<file path="config.mk">
export PLATFORM = sky130hd
export DESIGN_NAME = xosera_bus_initiator
export DESIGN_NICKNAME = d
export VERILOG_FILES = /design/src/rtl/xosera_bus_pkg.sv /design/src/rtl/xosera_bus_initiator.sv
export SDC_FILE = /design/constraint.sdc
export NUM_CORES = 1
export LEC_CHECK = 0
export CORE_ASPECT_RATIO = 1.25
export CORE_MARGIN = 3
export CORE_UTILIZATION = 50
export CTS_CLUSTER_SIZE = 16
export DETAILED_ROUTE_END_ITERATION = 10
export GPL_ROUTABILITY_DRIVEN = 0
export GPL_TIMING_DRIVEN = 0
export PLACE_DENSITY = 0.87
export RECOVER_POWER = 100
export SKIP_CTS_REPAIR_TIMING = 1
export SYNTH_ARGS = -nofsm -noshare
export SYNTH_HDL_FRONTEND = slang
export SYNTH_SLANG_ARGS = --single-unit
</file>
<file path="constraint.sdc">
create_clock -name clk -period 4.1 [get_ports clk]
set_input_delay 1.025 -clock clk [delete_from_list [all_inputs] [get_ports clk]]
set_output_delay 1.025 -clock clk [all_outputs]
set_load 0.02 [all_outputs]
</file>
<file path="src/rtl/xosera_bus_pkg.sv">
// Shared types for the Xosera 8-bit register bus initiator.
package xosera_bus_pkg;

  typedef enum logic [2:0] {
    IDLE,
    SETUP,
    STROBE,
    HOLD,
    DONE
  } bus_state_t;

  typedef enum logic {
    RnW_WRITE = 1'b0,
    RnW_READ  = 1'b1
  } RnW_t;

  typedef enum logic {
    cs_ENABLED  = 1'b0,
    cs_DISABLED = 1'b1
  } cs_n_t;

  localparam logic BYTESEL_EVEN = 1'b0;
  localparam logic BYTESEL_ODD  = 1'b1;

  function automatic int max3(input int a, input int b, input int c);
    int m;
    m = (a > b) ? a : b;
    return (m > c) ? m : c;
  endfunction

endpackage

</file>
<file path="src/rtl/xosera_bus_initiator.sv">
// Host-side initiator for the Xosera 8-bit register bus: one 16-bit request becomes up to two byte cycles.
// Reads are only supported when XOSERA_BUS_READ_EN is defined; otherwise every request is a write.
module xosera_bus_initiator
  import xosera_bus_pkg::*;
#(
  parameter int SETUP_CYCLES  = 1,
  parameter int STROBE_CYCLES = 2,
  parameter int HOLD_CYCLES   = 1
) (
  input  logic        clk,
  input  logic        reset_i,
  input  logic        req_valid_i,
  output logic        req_ready_o,
  input  logic        req_rd_nwr_i,
  input  logic [3:0]  req_reg_num_i,
  input  logic [1:0]  req_bytes_i,
  input  logic [15:0] req_data_i,
  output logic        rsp_valid_o,
  output logic [15:0] rsp_data_o,
  output logic        bus_cs_n_o,
  output logic        bus_rd_nwr_o,
  output logic        bus_bytesel_o,
  output logic [3:0]  bus_reg_num_o,
  output logic [7:0]  bus_data_o,
  output logic        bus_data_oe_o,
  input  logic [7:0]  bus_data_i
);

  localparam int CW = $clog2(max3(SETUP_CYCLES, STROBE_CYCLES, HOLD_CYCLES) + 1);
  localparam logic [CW-1:0] SETUP_LOAD  = CW'(SETUP_CYCLES - 1);
  localparam logic [CW-1:0] STROBE_LOAD = CW'(STROBE_CYCLES - 1);
  localparam logic [CW-1:0] HOLD_LOAD   = CW'(HOLD_CYCLES - 1);

  bus_state_t    state_q, state_d;
  logic [CW-1:0] cnt_q, cnt_d;
  logic          odd_q, odd_d;

  RnW_t        rd_q, req_rnw, lat_rd;
  logic [3:0]  reg_q, lat_reg;
  logic [1:0]  bytes_q;
  logic [15:0] data_q, lat_data;
  logic        accept, enter_setup, bus_active_d;

`ifdef XOSERA_BUS_READ_EN
  assign req_rnw = req_rd_nwr_i ? RnW_READ : RnW_WRITE;
`else
  logic unused_read_inputs;
  assign req_rnw            = RnW_WRITE;
  assign unused_read_inputs = ^{req_rd_nwr_i, bus_data_i};
`endif

  assign req_ready_o = (state_q == IDLE);
  assign accept      = req_ready_o && req_valid_i;

  // The first byte is set up straight from the request inputs; later bytes use the latched copy.
  assign lat_rd   = (state_q == IDLE) ? req_rnw       : rd_q;
  assign lat_reg  = (state_q == IDLE) ? req_reg_num_i : reg_q;
  assign lat_data = (state_q == IDLE) ? req_data_i    : data_q;

  always_comb begin
    state_d = state_q;
    cnt_d   = cnt_q;
    odd_d   = odd_q;
    case (state_q)
      IDLE: begin
        if (req_valid_i) begin
          if (req_bytes_i == 2'b00) begin
            state_d = DONE;
          end else begin
            state_d = SETUP;
            cnt_d   = SETUP_LOAD;
            odd_d   = req_bytes_i[1] ? BYTESEL_EVEN : BYTESEL_ODD;
          end
        end
      end
      SETUP: begin
        if (cnt_q == '0) begin
          state_d = STROBE;
          cnt_d   = STROBE_LOAD;
        end else begin
          cnt_d = cnt_q - CW'(1);
        end
      end
      STROBE: begin
        if (cnt_q == '0) begin
          state_d = HOLD;
          cnt_d   = HOLD_LOAD;
        end else begin
          cnt_d = cnt_q - CW'(1);
        end
      end
      HOLD: begin
        if (cnt_q != '0) begin
          cnt_d = cnt_q - CW'(1);
        end else if (odd_q == BYTESEL_EVEN && bytes_q[0]) begin
          state_d = SETUP;
          cnt_d   = SETUP_LOAD;
          odd_d   = BYTESEL_ODD;
        end else begin
          state_d = DONE;
        end
      end
      DONE:    state_d = IDLE;
      default: state_d = IDLE;
    endcase
  end

  always_ff @(posedge clk) begin
    if (reset_i) begin
      state_q <= IDLE;
      cnt_q   <= '0;
      odd_q   <= BYTESEL_EVEN;
    end else begin
      state_q <= state_d;
      cnt_q   <= cnt_d;
      odd_q   <= odd_d;
    end
  end

  always_ff @(posedge clk) begin
    if (reset_i) begin
      rd_q    <= RnW_WRITE;
      reg_q   <= '0;
      bytes_q <= '0;
      data_q  <= '0;
    end else if (accept) begin
      rd_q    <= req_rnw;
      reg_q   <= req_reg_num_i;
      bytes_q <= req_bytes_i;
      data_q  <= req_data_i;
    end
  end

  assign enter_setup  = (state_d == SETUP) && (state_q != SETUP);
  assign bus_active_d = (state_d == SETUP) || (state_d == STROBE) || (state_d == HOLD);

  // Outputs are registered from the next state so they line up with the state they describe.
  always_ff @(posedge clk) begin
    if (reset_i) begin
      bus_cs_n_o    <= cs_DISABLED;
      bus_rd_nwr_o  <= RnW_WRITE;
      bus_bytesel_o <= BYTESEL_EVEN;
      bus_reg_num_o <= '0;
      bus_data_o    <= '0;
      bus_data_oe_o <= 1'b0;
      rsp_valid_o   <= 1'b0;
    end else begin
      bus_cs_n_o    <= (state_d == STROBE) ? cs_ENABLED : cs_DISABLED;
      bus_data_oe_o <= bus_active_d && (lat_rd == RnW_WRITE);
      rsp_valid_o   <= (state_d == DONE);
      if (enter_setup) begin
        bus_rd_nwr_o  <= lat_rd;
        bus_bytesel_o <= odd_d;
        bus_reg_num_o <= lat_reg;
        bus_data_o    <= (odd_d == BYTESEL_ODD) ? lat_data[7:0] : lat_data[15:8];
      end
    end
  end

`ifdef XOSERA_BUS_READ_EN
  logic [15:0] rd_shadow_q;

  // Each byte is captured at the end of its strobe; disabled bytes keep the zero loaded on accept.
  always_ff @(posedge clk) begin
    if (reset_i) begin
      rd_shadow_q <= '0;
    end else if (accept) begin
      rd_shadow_q <= '0;
    end else if (state_q == STROBE && cnt_q == '0 && rd_q == RnW_READ) begin
      if (odd_q == BYTESEL_ODD) rd_shadow_q[7:0]  <= bus_data_i;
      else                      rd_shadow_q[15:8] <= bus_data_i;
    end
  end

  always_ff @(posedge clk) begin
    if (reset_i) begin
      rsp_data_o <= '0;
    end else if (state_d == DONE && lat_rd == RnW_READ) begin
      rsp_data_o <= (state_q == IDLE) ? 16'h0000 : rd_shadow_q;
    end
  end
`else
  assign rsp_data_o = 16'h0000;
`endif

endmodule

</file>
Word level (Yosys, flattened, before mapping) --
Cells that the tools add are included.
Operators by class: add/sub/neg operators 1, equal/unequal tests 11, mux-type cells 24, bitwise operators 1, reductions and logical operators 11
Operators by type and width (count):
- 3-bit 2-to-1 mux | 6
- 16-bit 2-to-1 mux | 1
- 3-bit by 2-bit equality test with 1-bit output, second input constant | 4
- 2-bit 2-to-1 mux | 6
- 3-bit one-hot mux with 4 select lines | 1
- 8-bit 2-to-1 mux | 1
- 2-bit one-hot mux with 4 select lines | 1
- 3-bit by 1-bit equality test with 1-bit output, second input constant | 2
- 1-bit 2-to-1 mux | 6
- 2-bit zero test | 2
- 4-bit 2-to-1 mux | 1
- 2-bit != test, second input constant | 2
- 4-bit AND reduction | 1
- 4-bit nonzero test | 1
- 3-bit equality test, second input constant | 1
- 1-bit logical AND | 3
- 3-bit zero test | 1
- 3-bit by 1-bit != test with 1-bit output, second input constant | 1
- 3-bit != test, second input constant | 1
- 1-bit logical OR | 2
- 1-bit one-hot mux with 2 select lines | 1
- 2-bit nonzero test | 1
- 2-bit by 1-bit subtractor with 2-bit output, second input constant | 1
- 1-bit inverter | 1
Word-level totals: register bits after elaboration 43, bits of input ports 34, output and inout port bits 34, word-level logic and storage cells 60

Depth between registers and ports, before layout --
Gate-level depths: netlist of run 1.
depth in word-level cells 8, depth in mapped cells 8, gate-level depth less buffers 5

Least setup slack after synthesis of run 1 --
OpenSTA, ideal clock, no wires.
path type input to register, start point in req_valid_i, end point reg bus_reg_num_o[2], setup time 0.128 ns, arrival 2.260 ns, path slack 1.712 ns, stages on the path 7, cell sequence or4b_4 buf_6 o211ai_4 o211ai_4 buf_6 mux2i_1 nor2_1
Between the ends: word-level cells in the longest chain between the ends 4
Ends and longest elaborated chain:
- start, declared | line xosera_bus_initiator.sv:12 | input logic req_valid_i,
- 3-bit 2-to-1 mux | line xosera_bus_initiator.sv:66 | if (req_valid_i) begin
- 3-bit one-hot mux with 4 select lines | line xosera_bus_initiator.sv:64 | case (state_q)
- 3-bit by 1-bit equality test with 1-bit output | line xosera_bus_initiator.sv:134 | assign enter_setup = (state_d == SETUP) && (state_q != SETUP);
- 1-bit logical AND | line xosera_bus_initiator.sv:134
- end signal, assigned | line xosera_bus_initiator.sv:154 | bus_reg_num_o <= lat_reg;
- end, declared | line xosera_bus_initiator.sv:23 | output logic [3:0] bus_reg_num_o,
No other way between the ends. A chain may end at the register's enable or synchronous reset.

Worst setup path after layout of run 1 --
start point reg state_q[0], end point out req_ready_o
Between the ends: word-level cells in the longest chain between the ends 1
Ends and longest elaborated chain:
- start, declared | line xosera_bus_initiator.sv:34 | bus_state_t state_q, state_d;
- start signal, assigned | line xosera_bus_initiator.sv:114 | state_q <= state_d;
- 3-bit zero test | line xosera_bus_initiator.sv:52 | assign req_ready_o = (state_q == IDLE);
- end, declared | line xosera_bus_initiator.sv:13 | output logic req_ready_o,
No other way between the ends.

==> out/qor_table.md, run 1 <==
| Stage | Result | Value |
| --- | --- | --- |
| outcome | Result of the run | finished, final reports clean |
| placed design | HPWL reported at the end of detailed placement | 3550 um |
| timing | Share of the cycle needed by the critical path after routing | 84.6% |
| placed design | Placed Instance Area | 2680 sq um |
| grt | Via count of the first global-routing pass | 1769 |
| layout | Area Overhead vs Synth | 27.5% |
| drt | Average wire length per cell after detail routing | 13.7 um |
| drt | Post-Route WL | 4900 um |
| timing | Worst relative slew slack | 19.2% |
| drt | Count of nets left with antenna violations after detail routing | 0 |
| clock network | H-tree level count | 2 |
| drt | Average vias per placed instance | 5.05 |
| power | Power density over the cells | 477 nW/um^2 |
| critical path | Worst EP required | 3.07 ns |
| drt | Residual DRC | 0 |
| grt | Antenna violations before repair | 0 |
| layout | Number of nets in the layout | 338 |
| floorplan | Starting density of the core | 54.3% |
| floorplan | Floorplan die area | 5110 sq um |
| grt | Pin count of the biggest net entering global routing | 13 |
| layout | Count of antenna diodes in the layout | 0 |
| timing | Final hold violation count | 0 |
| layout | Total non-filler cell area in the finished layout | 2730 sq um |
| logic synthesis | Average instance area after synthesis | 8.91 sq um |
| logic synthesis | Yosys reg bits | 43 |
| drt | Iteration count of the initial detailed-routing pass | 4 |
| logic synthesis | Cell area after synthesis | 2140 sq um |
| critical path | Maximum fanout count along the critical path | 10 |
| timing | Timing-limited maximum frequency | 0.288 GHz |
| floorplan | Number of top-level design ports | 68 |
| grt | Global routing usage summed across all routing layers | 20.2% |
| logic synthesis | Synth unique cells | 33 |
| hold path | Hold crit path type | flip-flop to flip-flop |
| timing | Least-Margin Pin Slew | 1.19 ns |
| clock network | Clk Latency, worst-skew pair | 0.30 ns |
| layout | Leading cell types in the layout, fill and taps excluded | nand2_1 (47), dfxtp_1 (43), mux2i_1 (28) |
| clock network | Clock sinks | 43 |
| layout | Share of layout cells above drive strength 1 | 12.5% |
| floorplan | Vertical die dimension | 79.1 um |
| drt | Violation count after the first detailed-route iteration | 125 |
| critical path | Endpoint type of the worst setup path | output port |
| floorplan | Horiz. Die Dim | 64.5 um |
| floorplan | Total core area | 3940 sq um |
| job | Max_cap viols | 0 |
| placed design | Worst-case setup slack after placement | 1.01 ns |
| logic synthesis | Syn Inst Count | 240 |
| clock network | Clock-pin slew on the worst setup and hold paths | 0.08 ns |
| timing | Sum of negative setup slack | 0 ns |
| timing | Post-layout min period | 3.47 ns |
| timing | Worst Setup Slack, final | 0.632 ns |
| timing | Unrepaired setup endpoints after global routing | false |
| layout | Most frequent standard cell in the layout excluding fill and tap cells | nand2_1 |
| grt | Global-route congestion overflow total | 0 |
| critical path | Crit path kind | flip-flop to output port |
| clock network | CTS Buffer Depth | 2 |
| power | Maximum ir drop on the vdd rail | 0.344 mV |
| clock network | Number of CTS-inserted buffers | 5 |
| floorplan | Std-Cell Rows | 25 |
| clock network | Clock Tree Root | clkbuf_8 |
| placed design | Placed cells | 351 |
| timing | Final setup fails | 0 |
| layout | Cell Count, Final, Fillers Out | 359 |
| logic synthesis | Ys Warns | 0 |
| critical path | Critical Path Source Type | flip-flop |
| clock network | Clock tree from TritonCTS | built |
| power | Static leakage | 1.22 nW |
| logic synthesis | Sequential fraction of the synthesis area | 40.2% |
| drt | Detailed-route via count | 1812 |
| placed design | Input/output buffers | 41 |
| grt | Wire length of the first global-routing pass | 7990 um |
| timing | Fin. max-slew vios | 0 |
| critical path | Data arrival, critical path | 2.44 ns |
| timing | Final clock skew | 0.00334 ns |
-- cell usage after synthesis (all sizes together) --
| master | n | area [sq um] |
|---|---|---|
| nand2 | 47 | 176 |
| dfxtp | 43 | 861 |
| mux2i | 28 | 280 |
| buf | 26 | 190 |
| a21oi | 25 | 125 |
| nor2 | 16 | 67.6 |
| nor2b | 11 | 68.8 |
| a22o | 8 | 70.1 |
| clkbuf | 7 | 26.3 |
| mux2 | 4 | 45.0 |
| nor3 | 3 | 15.0 |
| a221oi | 2 | 23.8 |
| inv | 2 | 7.51 |
| nor3b | 2 | 15.0 |
| o211ai | 2 | 42.5 |
| o21ai | 2 | 10.0 |
| a21boi | 1 | 7.51 |
| a32oi | 1 | 8.76 |
| and2 | 1 | 6.26 |
| and3b | 1 | 8.76 |
| and4bb | 1 | 12.5 |
| conb | 1 | 3.75 |
| nand2b | 1 | 6.26 |
| nor4b | 1 | 23.8 |
| o22ai | 1 | 6.26 |
| or3b | 1 | 8.76 |
| or4b | 1 | 13.8 |
| xor2 | 1 | 8.76 |
-- sequential cells by signal, indices dropped and copies added, names as in the netlist --
register and cells:
bus_data_o 8, bus_data_oe_o 1, bus_reg_num_o 4, bus_cs_n_o 1, rsp_valid_o 1, bus_bytesel_o 1
state_q 3, reg_q 4, bytes_q 1, cnt_q 2, odd_q 1, data_q 16
-- final cells by class --
cell class	count	area, sq um
clock buffer	8	100
multi-input combinational	178	1080
tap	54	67.6
inverter	2	7.51
buffer	33	200
timing repair buffer	41	410
sequential	43	861
fill	354	1210
-- stage by stage --
step	hold slack (ns)	utilization, %	power, mW
finish	0.456	69.2	1.30
global route	0.474	69.2	1.37
CTS	0.457	70.5	1.34
detailed placement	0.445	67.9	1.05
global placement	0.441	67.9	1.04
floorplan	0.434	-	0.887
-- worst max-delay path: stages (launching register included) --
cell and delay (ns):
dfxtp_1 0.30, buf_2 0.15, nor3_1 0.33, clkbuf_1 0.62
clkdlybuf4s50_1 0.74
-- layer usage --
metal / GRT usage (%) / vias to the layer above / routed length, um
met5: 0 / - / 0
met4: 9.09 / 0 / 84
met3: 4.38 / 7 / 205
met2: 35.6 / 45 / 2550
met1: 23.0 / 858 / 2070
li1: - / 902 / -
-- worst paths after layout --
path / startpoint / end / slack (ns) / cells past startpoint
worst max-delay path: state_q[0] / req_ready_o / 0.63 / 4
worst min-delay path: data_q[12] / data_q[12] / 0.46 / 2
worst max register to register: state_q[0] / bus_data_o[5] / 1.55 / 7
worst min register to register: data_q[12] / data_q[12] / 0.46 / 2
-- cell families after synthesis --
logic type | Yosys count | share of synthesized area (%)
buffers and inverters | 35 | 10.5
AOI/OAI and AO/OA | 42 | 13.7
other | 1 | 0.175
DFF | 43 | 40.2
and+or+nand+nor | 86 | 19.8
xor gates and xnor gates | 1 | 0.409
muxes | 32 | 15.2
-- power breakdown --
part	total [mW]	internal, mW	switching [mW]
Clock	0.293	0.154	0.139
Sequential	0.505	0.477	0.0278
Combinational	0.504	0.224	0.280
Total	1.30	0.854	0.447
Note: power is estimated with default switching activity, not from simulation.
==> inputs of run 2 (changes only) <==
--- a/config.mk
+++ b/config.mk
@@ -7,12 +7,12 @@
 export LEC_CHECK = 0
 export CORE_ASPECT_RATIO = 1.25
 export CORE_MARGIN = 3
-export CORE_UTILIZATION = 50
+export CORE_UTILIZATION = 42
 export CTS_CLUSTER_SIZE = 16
 export DETAILED_ROUTE_END_ITERATION = 10
 export GPL_ROUTABILITY_DRIVEN = 0
 export GPL_TIMING_DRIVEN = 0
-export PLACE_DENSITY = 0.87
+export PLACE_DENSITY = 0.78
 export RECOVER_POWER = 100
 export SKIP_CTS_REPAIR_TIMING = 1
 export SYNTH_ARGS = -nofsm -noshare
==> constraint.sdc (replaced) <==
create_clock -name clk -period 3 [get_ports clk]
set_input_delay 0.75 -clock clk [delete_from_list [all_inputs] [get_ports clk]]
set_output_delay 0.75 -clock clk [all_outputs]
set_load 0.02 [all_outputs]
==> run 2 against run 1 <==
  * Clock skew is 0.00096 ns lower
  * Count of clock-buffer cells in the layout down 1
  * Register-to-register slack got worse by 0.76 ns
  * Sequential share of layout area down 0.19 points
  * Die area grew 17%
  * Combinational power up 39%
  * Worst setup slack worse by 0.45 ns
  * Design area increased by 0.60%
  * Clock power up 20%
==> out/qor_table.md, run 2 (synthesized netlist as in run 1, its figures left out) <==
| Stage | Result | Value |
| --- | --- | --- |
| grt | Wire length of the first global-routing pass | 7960 um |
| job | Max_cap viols | 0 |
| clock network | Clock sinks | 43 |
| drt | Violation count after the first detailed-route iteration | 75 |
| drt | Count of nets left with antenna violations after detail routing | 0 |
| critical path | Timing endpoint of the critical path | req_ready_o |
| critical path | Endpoint type of the worst setup path | output port |
| layout | Area Overhead vs Synth | 28.3% |
| drt | Average wire length per cell after detail routing | 13.1 um |
| floorplan | Std-Cell Rows | 28 |
| grt | Antenna violations before repair | 0 |
| timing | Least-Margin Pin Slew | 0.618 ns |
| layout | Final cell utilization of the core | 56.8% |
| layout | Number of flip-flops in the largest register | 16 |
| clock network | Clock Tree Root | clkbuf_8 |
| grt | Met1 Usage GRT | 19.7% |
| layout | Count of antenna diodes in the layout | 0 |
| floorplan | Starting density of the core | 44.3% |
| critical path | Maximum fanout count along the critical path | 10 |
| layout | Most frequent standard cell in the layout excluding fill and tap cells | nand2_1 |
| critical path | Critical Path Source Type | flip-flop |
| floorplan | Vertical die dimension | 85.8 um |
| placed design | Input/output buffers | 41 |
| placed design | Placed Instance Area | 2690 sq um |
| grt | Busiest grt layer | met2 |
| critical path | Data arrival, critical path | 2.07 ns |
| timing | Unrepaired setup endpoints after global routing | false |
| timing | Timing-limited maximum frequency | 0.355 GHz |
| critical path | Worst EP required | 2.25 ns |
| critical path | Crit path kind | flip-flop to output port |
| power | Maximum ir drop on the vdd rail | 0.381 mV |
| timing | Final hold violation count | 0 |
| critical path | Origin of the worst setup path | state_q[0] |
| layout | Share of layout cells above drive strength 1 | 14.1% |
| floorplan | Horiz. Die Dim | 69.8 um |
| timing | Share of the cycle needed by the critical path after routing | 93.9% |
| grt | Via count of the first global-routing pass | 1714 |
| timing | Post-layout min period | 2.82 ns |
| hold path | Hold crit path type | flip-flop to flip-flop |
| floorplan | Number of top-level design ports | 68 |
| critical path | Number of cells on the worst reg-to-reg path | 7 |
| layout | Registers with the highest flip-flop counts | data_q x16, bus_data_o x8 |
| grt | Global routing usage summed across all routing layers | 16.7% |
| critical path | Startpoint of the worst register-to-register path | state_q[0] |
| critical path | Reg2Reg Capture Point | bus_data_o[7] |
| layout | Number of nets in the layout | 338 |
| layout | Layout fillers | 461 |
| floorplan | Floorplan die area | 5990 sq um |
| timing | Final setup fails | 0 |
| timing | Fin. max-slew vios | 0 |
| timing | Hold_ws | 0.457 ns |
| floorplan | Total core area | 4830 sq um |
| clock network | Number of CTS-inserted buffers | 5 |
| power | Static leakage | 1.22 nW |
| critical path | Worst-case register-to-register setup slack | 0.79 ns |
| drt | Iteration count of the initial detailed-routing pass | 4 |
| placed design | HPWL reported at the end of detailed placement | 3520 um |
| timing | Sum of negative setup slack | 0 ns |
| clock network | Clock-pin slew on the worst setup and hold paths | 0.08 ns |
| clock network | Clock tree from TritonCTS | built |
| drt | Residual DRC | 0 |
| outcome | Result of the run | finished, final reports clean |
| grt | Global-route congestion overflow total | 0 |
| layout | Leading cell types in the layout, fill and taps excluded | nand2_1 (47), dfxtp_1 (43), mux2i_1 (28) |
| drt | Average vias per placed instance | 4.90 |
| grt | Pin count of the biggest net entering global routing | 13 |
| grt | Grt met2 use | 29.0% |
| clock network | Clk Latency, worst-skew pair | 0.29 ns |
| layout | Total non-filler cell area in the finished layout | 2750 sq um |
| drt | Detailed-route via count | 1790 |
| power | Total chip power | 1.74 mW |
| drt | Post-Route WL | 4790 um |
| timing | Worst relative slew slack | 58.7% |
| power | Power density over the cells | 635 nW/um^2 |
| clock network | CTS Buffer Depth | 2 |
| timing | Final clock skew | 0.00238 ns |
| layout | Largest reg by FF count | data_q |
| grt | Met3 capacity usage during global routing | 3.63% |
| clock network | H-tree level count | 2 |
run 2: how the worst min path moves through the flow:
| stage | from | slack [ns] | cells after the start | endpoint |
|---|---|---|---|---|
| final | reg_q[3] | 0.46 | 2 | reg_q[3] |
| after global routing | reg_q[3] | 0.48 | 2 | reg_q[3] |
| after CTS | reg_q[1] | 0.46 | 2 | reg_q[1] |
| after detailed placement | reg_q[2] | 0.45 | 2 | reg_q[2] |
| after global placement | data_q[9] | 0.44 | 2 | data_q[9] |
| after floorplan | reg_q[0] | 0.43 | 2 | reg_q[0] |
run 2: critical path, cell delays in order, from the launching register on:
cell	delay [ns]
dfxtp_1	0.30
clkbuf_2	0.16
nor3_1	0.33
clkbuf_4	0.34
clkdlybuf4s50_1	0.64
run 2: report_power, final:
group	total (mW)	switching (mW)	internal (mW)
logic	0.702	0.384	0.318
registers	0.688	0.0361	0.652
clock network	0.352	0.189	0.163
run 2: final cells by class:
cell class	count	area, sq um	share of cell area, %
multi-input cells	178	1100	40.0
inverters	2	7.51	0.273
plain buffers	33	213	7.75
well taps	60	75.1	2.73
clock inverters	1	5.00	0.182
clock buffers	7	76.3	2.78
repair buffers	41	410	14.9
flip-flops and latches	43	861	31.4
run 2: per-stage QoR:
stage          instances  setup slack [ns]
6_report             365             0.182
2_1_floorplan        256             0.887
3_3_place_gp         357             0.232
4_1_cts              365             0.106
3_5_place_dp         357             0.232
5_1_grt              365            0.0265
run 2: metal layers:
layer | up-vias | part of all wire (%)
met2 | 45 | 50
met1 | 828 | 43
met3 | 10 | 4.8
met5 | - | 0
li1 | 907 | -
met4 | 0 | 2.1
==> inputs of run 3 (changes only) <==
--- a/config.mk
+++ b/config.mk
@@ -5,7 +5,7 @@
 export SDC_FILE = /design/constraint.sdc
 export NUM_CORES = 1
 export LEC_CHECK = 0
-export CORE_ASPECT_RATIO = 1.25
+export CORE_ASPECT_RATIO = 2
 export CORE_MARGIN = 3
 export CORE_UTILIZATION = 42
 export CTS_CLUSTER_SIZE = 16
==> run 3 against run 2 <==
  * Non-clock buffer count unchanged
  * Critical endpoint is now bus_reg_num_o[2]
  * Global-route usage grew 0.67 points
  * Highest routed layer unchanged
  * Final cell count is 0.82% lower
  * Total power rose by 6.5%
  * Die area increased by 0.77%
  * Worst setup slack got worse by 0.014 ns
  * Wire length grew 3.0%
  * Utilization is 0.41 points lower
  * Design area increased by 0.82%
  * Sequential power hardly changed
  * Via count increased by 1.1%
==> out/qor_table.md, run 3 (synthesized netlist as in run 1, its figures left out) <==
| Stage | Result | Value |
| --- | --- | --- |
| layout | Total non-filler cell area in the finished layout | 2770 sq um |
| floorplan | Horiz. Die Dim | 56.5 um |
| clock network | Clock sinks | 43 |
| timing | Final setup fails | 0 |
| grt | Antenna violations before repair | 0 |
| timing | Post-layout min period | 2.83 ns |
| layout | Number of nets in the layout | 338 |
| floorplan | Total core area | 4910 sq um |
| hold path | Hold crit path type | flip-flop to flip-flop |
| critical path | Crit path kind | primary input to flip-flop |
| drt | Count of nets left with antenna violations after detail routing | 0 |
| job | Max_cap viols | 0 |
| critical path | Endpoint type of the worst setup path | flip-flop |
| timing | Share of the cycle needed by the critical path after routing | 94.4% |
| power | Maximum ir drop on the vdd rail | 0.460 mV |
| drt | Residual DRC | 0 |
| drt | Iteration count of the initial detailed-routing pass | 4 |
| layout | Registers with the highest flip-flop counts | data_q x16, bus_data_o x8 |
| drt | Average vias per placed instance | 5.00 |
| power | Static leakage | 1.24 nW |
| floorplan | Std-Cell Rows | 36 |
| floorplan | Vertical die dimension | 107 um |
| layout | Leading cell types in the layout, fill and taps excluded | nand2_1 (47), dfxtp_1 (43), mux2i_1 (28) |
| critical path | Cell chain of the critical path | dlygate4sd3_1 -> or4b_1 -> clkbuf_1 -> o211ai_4 -> o211ai_1 -> buf_6 -> mux2i_1 -> nor2_1 |
| clock network | H-tree level count | 2 |
| grt | Pin count of the biggest net entering global routing | 14 |
| timing | Hold_ws | 0.455 ns |
| timing | Least-Margin Pin Slew | 0.793 ns |
| timing | Sum of negative setup slack | 0 ns |
| timing | Final clock skew | 0.00536 ns |
| critical path | Maximum single-stage delay on the critical path | 0.60 ns |
| critical path | Worst EP required | 3.18 ns |
| clock network | Clock Tree Root | clkbuf_8 |
| critical path | CP max stage cell | dlygate4sd3_1 |
| layout | Count of antenna diodes in the layout | 0 |
| timing | Worst Setup Slack, final | 0.169 ns |
| floorplan | Starting density of the core | 43.6% |
| critical path | Data arrival, critical path | 3.01 ns |
| critical path | Crit path buffers/inverters | 3 |
| layout | Largest reg by FF count | data_q |
| grt | Global routing usage summed across all routing layers | 17.3% |
| drt | Post-Route WL | 4940 um |
| placed design | HPWL reported at the end of detailed placement | 3700 um |
| placed design | Placed Instance Area | 2680 sq um |
| grt | Via count of the first global-routing pass | 1711 |
| floorplan | Floorplan die area | 6040 sq um |
| critical path | Maximum fanout count along the critical path | 10 |
| drt | Average wire length per cell after detail routing | 13.6 um |
| power | Power density over the cells | 670 nW/um^2 |
| grt | Wire length of the first global-routing pass | 8050 um |
| layout | Share of layout cells above drive strength 1 | 13.8% |
| timing | Worst relative slew slack | 46.9% |
| clock network | Number of CTS-inserted buffers | 5 |
| layout | Most frequent standard cell in the layout excluding fill and tap cells | nand2_1 |
| critical path | Largest delay share family, worst path | buffers and inverters |
| placed design | Input/output buffers | 41 |
| layout | Number of flip-flops in the largest register | 16 |
| clock network | Clock tree from TritonCTS | built |
| placed design | Worst-case setup slack after placement | 0.229 ns |
| clock network | CTS Buffer Depth | 2 |
| drt | Detailed-route via count | 1809 |
| clock network | Clk Latency, worst-skew pair | 0.30 ns |
| timing | Unrepaired setup endpoints after global routing | false |
| power | Total chip power | 1.85 mW |
| timing | Fin. max-slew vios | 0 |
| clock network | Clock-pin slew on the worst setup and hold paths | 0.08 ns |
| layout | Area Overhead vs Synth | 29.4% |
| floorplan | Number of top-level design ports | 68 |
| outcome | Result of the run | finished, final reports clean |
| grt | Global-route congestion overflow total | 0 |
| critical path | Critical Path Source Type | primary input |
| drt | Violation count after the first detailed-route iteration | 33 |
| timing | Final hold violation count | 0 |
| timing | Timing-limited maximum frequency | 0.353 GHz |
run 3: changes by cell type in the layout (fill, tap and decap cells not counted), sizes merged:
| cell | before | now |
|---|---|---|
| bufinv | 0 | 1 |
| clkbuf | 19 | 18 |
run 3: where the power goes:
part	total, mW	internal, mW	switching [mW]
Combinational	0.698	0.316	0.382
Clock	0.465	0.269	0.196
Sequential	0.691	0.652	0.0395
run 3: tightest hold or removal path: cells and delay by family (launching register included):
kind / cells / cell delay (ns)
AND/OR/NAND/NOR: 1 / 0.05
flip-flops: 1 / 0.31
AO/OA/AOI/OAI: 1 / 0.05
run 3: cell type report:
| type | count | area (sq um) |
|---|---|---|
| Buffer | 33 | 211 |
| Clock buffer | 6 | 82.6 |
| Clock inverter | 2 | 35.0 |
| Fill cell | 478 | 2140 |
| Inverter | 2 | 7.51 |
| Multi-Input combinational cell | 178 | 1090 |
| Sequential cell | 43 | 861 |
| Tap cell | 57 | 71.3 |
| Timing Repair Buffer | 41 | 410 |
run 3: metal layers:
layer	wire [um]	vias to the layer above	global-route usage, %
li1	-	904	-
met1	1800	852	17.6
met2	2820	46	33.0
met3	199	7	2.17
met4	116	0	9.00
met5	0	-	0
run 3: per-stage QoR:
stage | std cells | utilization, %
global placement | 354 | 54.6
detailed placement | 354 | 54.6
floorplan | 256 | -
CTS | 362 | 57.0
global route | 362 | 56.4
finish | 362 | 56.4
run 3: worst paths after layout:
path / slack, ns / cells after the start / endpoint / from
max reg2reg: 0.69 / 8 / bus_reg_num_o[2] / state_q[0]
min: 0.45 / 2 / reg_q[3] / reg_q[3]
min reg2reg: 0.45 / 2 / reg_q[3] / reg_q[3]
max: 0.17 / 8 / bus_reg_num_o[2] / req_valid_i
